`src/rtl/mc_ctrl.sv`:
```
// -----------------------------------------------------------------------------
// mc_ctrl -- multi-cycle MIPS-subset control unit.
//
// Sequences each instruction through IF/ID/EX/MEM/WB and decodes the
// datapath controls from the current state, opcode, function field and the
// ALU equality flag. Also counts retired instructions.
//
// Ports
//   clk, reset        rising-edge clock, synchronous active-high reset
//   run               fetch enable, looked at only in IF
//   Op, Funct, Zero   IR[31:26], IR[5:0], ALU equality flag
//   PCWrite, IRWrite, RegWrite, MemWrite, MemRead   write/read strobes
//   RegDst            00 rt, 01 rd, 10 r31
//   ALUSrc, ALUSrc2   extended imm as operand B / rt as operand A (sll)
//   ExtOp             1 = sign-extend immediate
//   ALUCtr            ADD=0 SUB=1 AND=2 OR=3 SLT=4 SLL=5 LUI=6
//   Data_to_Reg_sel   00 ALU, 01 memory, 10 PC+4
//   PC_sel            00 PC+4, 01 branch target, 10 jump target
//   IsJump            jump in progress
//   state             current state (IF=0 ID=1 EX=2 MEM=3 WB=4)
//   done              last cycle of an instruction (same as PCWrite)
//   illegal           undecoded instruction in ID
//   instr_cnt         retired-instruction count, wraps
// -----------------------------------------------------------------------------
module mc_ctrl #(
   parameter int CNT_W = 32
) (
   input  logic             clk,
   input  logic             reset,
   input  logic             run,
   input  logic [5:0]       Op,
   input  logic [5:0]       Funct,
   input  logic             Zero,
   output logic             PCWrite,
   output logic             IRWrite,
   output logic             RegWrite,
   output logic             MemWrite,
   output logic             MemRead,
   output logic [1:0]       RegDst,
   output logic             ALUSrc,
   output logic             ALUSrc2,
   output logic             ExtOp,
   output logic [4:0]       ALUCtr,
   output logic [1:0]       Data_to_Reg_sel,
   output logic [1:0]       PC_sel,
   output logic             IsJump,
   output logic [2:0]       state,
   output logic             done,
   output logic             illegal,
   output logic [CNT_W-1:0] instr_cnt
);

   typedef enum logic [2:0] {
      S_IF  = 3'd0,
      S_ID  = 3'd1,
      S_EX  = 3'd2,
      S_MEM = 3'd3,
      S_WB  = 3'd4
   } state_t;

   localparam logic [4:0] ALU_ADD = 5'd0;
   localparam logic [4:0] ALU_SUB = 5'd1;
   localparam logic [4:0] ALU_AND = 5'd2;
   localparam logic [4:0] ALU_OR  = 5'd3;
   localparam logic [4:0] ALU_SLT = 5'd4;
   localparam logic [4:0] ALU_SLL = 5'd5;
   localparam logic [4:0] ALU_LUI = 5'd6;

   state_t state_r;

   // Instruction class decode
   logic is_r, is_sll, r_ok;
   logic is_ori, is_addiu, is_lui, is_lw, is_sw, is_beq, is_j, is_jal;
   logic is_imm, valid;

   // Raw strobes before reset gating
   logic pcw_s, irw_s, rw_s, mw_s, mr_s;

   assign is_r     = (Op == 6'b000000);
   assign is_sll   = is_r && (Funct == 6'b000000);
   assign r_ok     = is_r && ((Funct == 6'b100001) || (Funct == 6'b100011) ||
                              (Funct == 6'b100100) || (Funct == 6'b100101) ||
                              (Funct == 6'b101010) || (Funct == 6'b000000));
   assign is_ori   = (Op == 6'b001101);
   assign is_addiu = (Op == 6'b001001);
   assign is_lui   = (Op == 6'b001111);
   assign is_lw    = (Op == 6'b100011);
   assign is_sw    = (Op == 6'b101011);
   assign is_beq   = (Op == 6'b000100);
   assign is_j     = (Op == 6'b000010);
   assign is_jal   = (Op == 6'b000011);
   assign is_imm   = is_ori || is_addiu || is_lui;
   assign valid    = r_ok || is_imm || is_lw || is_sw || is_beq || is_j || is_jal;

   // Operand/extension controls depend only on the instruction, not the state
   assign ALUSrc  = is_imm || is_lw || is_sw;
   assign ALUSrc2 = is_sll;
   assign ExtOp   = is_lw || is_sw || is_addiu || is_beq;
   assign state   = state_r;

   // ALU operation select from opcode and, for R-type, the function field
   always_comb begin
      ALUCtr = ALU_ADD;
      case (Op)
         6'b000000: begin
            case (Funct)
               6'b100001: ALUCtr = ALU_ADD;
               6'b100011: ALUCtr = ALU_SUB;
               6'b100100: ALUCtr = ALU_AND;
               6'b100101: ALUCtr = ALU_OR;
               6'b101010: ALUCtr = ALU_SLT;
               6'b000000: ALUCtr = ALU_SLL;
               default:   ALUCtr = ALU_ADD;
            endcase
         end
         6'b000100: ALUCtr = ALU_SUB;
         6'b001101: ALUCtr = ALU_OR;
         6'b001111: ALUCtr = ALU_LUI;
         default:   ALUCtr = ALU_ADD;
      endcase
   end

   // Per-state strobes and selects
   always_comb begin
      pcw_s           = 1'b0;
      irw_s           = 1'b0;
      rw_s            = 1'b0;
      mw_s            = 1'b0;
      mr_s            = 1'b0;
      RegDst          = 2'b00;
      Data_to_Reg_sel = 2'b00;
      PC_sel          = 2'b00;
      IsJump          = 1'b0;
      illegal         = 1'b0;
      case (state_r)
         S_IF: begin
            irw_s = run;
         end
         S_ID: begin
            if (is_j || is_jal) begin
               pcw_s  = 1'b1;
               PC_sel = 2'b10;
               IsJump = 1'b1;
               if (is_jal) begin
                  rw_s            = 1'b1;
                  RegDst          = 2'b10;
                  Data_to_Reg_sel = 2'b10;
               end else begin
                  rw_s = 1'b0;
               end
            end else if (!valid) begin
               // Undecoded: retire as a no-op so the PC still advances
               pcw_s   = 1'b1;
               illegal = 1'b1;
            end else begin
               pcw_s = 1'b0;
            end
         end
         S_EX: begin
            if (is_beq) begin
               pcw_s  = 1'b1;
               PC_sel = Zero ? 2'b01 : 2'b00;
            end else begin
               pcw_s = 1'b0;
            end
         end
         S_MEM: begin
            if (is_lw) begin
               mr_s = 1'b1;
            end else if (is_sw) begin
               mw_s  = 1'b1;
               pcw_s = 1'b1;
            end else begin
               mr_s = 1'b0;
            end
         end
         S_WB: begin
            pcw_s = 1'b1;
            if (is_r) begin
               rw_s   = 1'b1;
               RegDst = 2'b01;
            end else if (is_lw) begin
               rw_s            = 1'b1;
               mr_s            = 1'b1;
               Data_to_Reg_sel = 2'b01;
            end else begin
               rw_s = 1'b1;
            end
         end
         default: begin
            pcw_s = 1'b0;
         end
      endcase
   end

   // Reset suppresses every write strobe so an aborted instruction leaves no trace
   assign PCWrite  = pcw_s && !reset;
   assign IRWrite  = irw_s && !reset;
   assign RegWrite = rw_s  && !reset;
   assign MemWrite = mw_s  && !reset;
   assign MemRead  = mr_s  && !reset;
   assign done     = PCWrite;

   // State sequencing and retired-instruction counter
   always_ff @(posedge clk) begin
      if (reset) begin
         state_r   <= S_IF;
         instr_cnt <= {CNT_W{1'b0}};
      end else begin
         if (done) begin
            instr_cnt <= instr_cnt + {{(CNT_W-1){1'b0}}, 1'b1};
         end else begin
            instr_cnt <= instr_cnt;
         end
         case (state_r)
            S_IF:    state_r <= run ? S_ID : S_IF;
            S_ID:    state_r <= (is_j || is_jal || !valid) ? S_IF : S_EX;
            S_EX: begin
               if (is_r || is_imm) begin
                  state_r <= S_WB;
               end else if (is_lw || is_sw) begin
                  state_r <= S_MEM;
               end else begin
                  state_r <= S_IF;
               end
            end
            S_MEM:   state_r <= is_lw ? S_WB : S_IF;
            S_WB:    state_r <= S_IF;
            default: state_r <= S_IF;
         endcase
      end
   end

endmodule

```
`config.mk`:
```
export PLATFORM = sky130hd
export DESIGN_NAME = mc_ctrl
export DESIGN_NICKNAME = d
export VERILOG_FILES = /design/src/rtl/mc_ctrl.sv
export SDC_FILE = /design/constraint.sdc
export NUM_CORES = 1
export LEC_CHECK = 0
export CAP_MARGIN = 20
export CORE_ASPECT_RATIO = 1.4
export CORE_UTILIZATION = 48
export DETAILED_ROUTE_END_ITERATION = 8
export PLACE_DENSITY = 0.81
export SLEW_MARGIN = 25
export SYNTH_ARGS = -nofsm -noshare
export SYNTH_HDL_FRONTEND = slang
export SYNTH_SLANG_ARGS = --single-unit
```
`constraint.sdc`:
```
create_clock -name clk -period 4.4 [get_ports clk]
set_input_delay 1.1 -clock clk [delete_from_list [all_inputs] [get_ports clk]]
set_output_delay 1.1 -clock clk [all_outputs]
set_load 0.02 [all_outputs]
```
==> results.md <==
- Wirelength, routed: 6790 microns
- Pwr Total: 0.000718 W
- Layout cells sized above 1: 0.147
- Row count: 31
- Root Buffer: clkbuf_8
- Buffers on Ports: 70
- DP Cell Count: 467
- Largest vdd supply drop: 239 uV
- Place WS: -270 ps
- Pins Over Slew Limit: 0
- Hold Vio Cnt, Final: 0
- Hold-fix buffers at CTS: 0
- Worst hold path class: reg -> reg
- Fmax: 232 MHz
- Area Growth Syn to Fin: 38.2%
- Mapped cell area: 2540 sq um
- GRT Total Usage: 0.245
- Critical Path Slowest Stage Cell: or4_1
- Yosys top cell area share: 0.276
- Routed vias/inst: 5.75
- Worst endpoint required time: 3300 ps
- Setup bufs post-CTS: 0
- Dpl hpwl: 4840 microns
- Setup CP Type: in -> out
- Drt pass-1 iters: 4
- CTS tree: done
- Vias after detailed routing: 2,732
- Post-cts sizing count: 10
- Max_slew headroom: 0.566
- Starting Density: 0.496
- Die area: 5590 sq um
- Top post-synthesis cells by count: nor2_1, dfxtp_1, nor2b_1, a21oi_1, mux2_1
- Synth Register Bits: 35
- Count leader, synth: nor2_1
- Drt drc: 0
- CP endpoint kind: output port
- H-tree depth: 2
- Worst-skew pair later-pin latency: 290 ps
- First-pass GRT wire length: 10,900 microns
- CTS Buf Count: 5
- CTS clk-pin slew, worst paths: 70 ps
- Clock Skew: 8.39 ps
- Max-cap violations: 0
- Seq/Total Area, Yosys: 0.276
- Crit Path Max Fanout: 16
- Fin crit share: 0.981
- DR WL/cell: 14.3 microns
- Die width: 63.5 microns
- Final setup fails: 0
- Largest net degree at the start of global routing: 61
- Total gr overflow: 0
- Largest cells by area after synthesis: dfxtp_1, mux2_1, nor2b_1, nor2_1, a21oi_1
- Reg2reg path depth: 7
- Final TNS setup: 0 ps
- Top Family by Delay on Critical Path: buffers and inverters
- Yosys warnings: 0
- Initial antenna violation count: 0
- Fin Hold WS: 531 ps
- Critical Path AT: 3220 ps
- Lkg Pwr: 1.33 nW
- Mapped Cells: 330
- Yosys cell types: 52
- Status: finished clean
- Hold depth: 1
- Core ar.: 5120 sq um
- Fin nets: 425
- Gpl congestion: 0.875
- Final Worst Setup Slack: 83.4 ps
- CTS sink cnt: 35
- Actual slew at the worst max-slew pin: 650 ps
- Fin cells: 475
- Pwr dens: 205 nW/um^2
- Max Root-Sink Buffers: 2
- Height of the die: 88.1 microns
- WP depth: 8
- RSZ-0062 raised after global routing: no
- Starting DRC count in detailed routing: 184
- Post-layout min period: 4320 ps
- Number of synthesized flops with an enable pin: 0
- Ys flop type: dfxtp_1
- I/O pin count: 73
- Crit-path cells: clkdlybuf4s50_1, buf_4, or4_1, nor3_2, o21ai_2, and2_1, o21a_1, dlygate4sd2_1
- Post-synthesis average cell area: 7.69 sq um
- Vias in the first global route: 2,426
- Largest stage delay on the critical path: 580 ps
- Cell accounting for the most synthesized area: dfxtp_1
- ANT cells: 0
- Worst setup SP type: input pin
- Critical path buffer and inverter count: 3
- Async S/R FF share, synth: 0
- Final ANT Viol Nets: 0
==> cell families (layout without fill, tap and decap cells) <==
kind of cell	Yosys count	in the layout	share of synthesized area
and+or+nand+nor	172	172	0.367
adders and majority gates	1	1	0.00493
DFF	35	35	0.276
AOI/OAI and AO/OA	60	60	0.160
other	1	2	0.00148
muxes	31	31	0.135
buffers and inverters	30	108	0.0557
==> flip-flops by register name, summed over array words and instances, names as in the netlist <==
register / cells
instr_cnt: 32
state: 3
==> per-layer routing <==
metal  up-vias  GRT usage  part of all wire
met5         -          0                 0
met2        88      0.460              0.51
met4         0      0.120             0.023
li1       1336          -                 -
met1      1295      0.262              0.41
met3        13     0.0404             0.057
==> report_power, final <==
group / internal [W] / leakage [nW] / total, W / switching [W]
logic: 0.0000425 / 0.987 / 0.0000936 / 0.0000511
clock network: 0.000183 / 0.0612 / 0.000304 / 0.000121
registers: 0.000318 / 0.282 / 0.000320 / 0.00000256
==> final cells by class <==
| cell class | count | area (sq um) |
|---|---|---|
| multi-input cells | 266 | 1710 |
| fillers | 449 | 1610 |
| repair buffers | 96 | 882 |
| flip-flops and latches | 35 | 701 |
| clock buffers | 6 | 82.6 |
| well taps | 66 | 82.6 |
| clock inverters | 2 | 35.0 |
| inverters | 4 | 15.0 |
==> final timing paths <==
path                 from            end  slack, ps
max                 Op[0]        illegal         80
min          instr_cnt[0]   instr_cnt[0]        530
max reg2reg      state[2]  instr_cnt[17]       1470
min reg2reg  instr_cnt[0]   instr_cnt[0]        530
==> stage by stage <==
stage,instance area (sq um),utilization
5_1_grt,3510,0.685
6_report,3510,0.685
3_5_place_dp,3390,0.662
3_3_place_gp,3390,0.662
4_1_cts,3500,0.684
2_1_floorplan,2540,-
==> worst reg2reg max path, stage by stage, from the launching register on <==
cell	delay (ps)
dfxtp_1	560
or3b_2	540
a21oi_1	170
buf_4	170
and3_1	150
nand3_1	470
a21boi_0	410
mux2_2	370
==> cells in the final DEF (no fill, tap or decap), drive strengths merged, types with 3 or more instances in the layout <==
master         synthesis  routed
a2111oi                4       4
a211oi                 5       5
a21boi                 5       5
a21oi                 30      30
a31oi                  3       3
and2                   6       6
and3                   8       8
buf                   12      27
clkbuf                14       8
clkdlybuf4s50          0      61
dfxtp                 35      35
dlygate4sd2            0       3
inv                    4       4
mux2                  26      26
mux2i                  5       5
nand2                 17      17
nand2b                10      10
nand3                 16      16
nand3b                 4       4
nand4                 12      12
nor2                  41      41
nor2b                 27      27
nor3                  11      11
nor4                   4       4
o21ai                  4       4
or2                    3       3
or4                    4       4
Note: power is estimated with default switching activity, not from simulation.
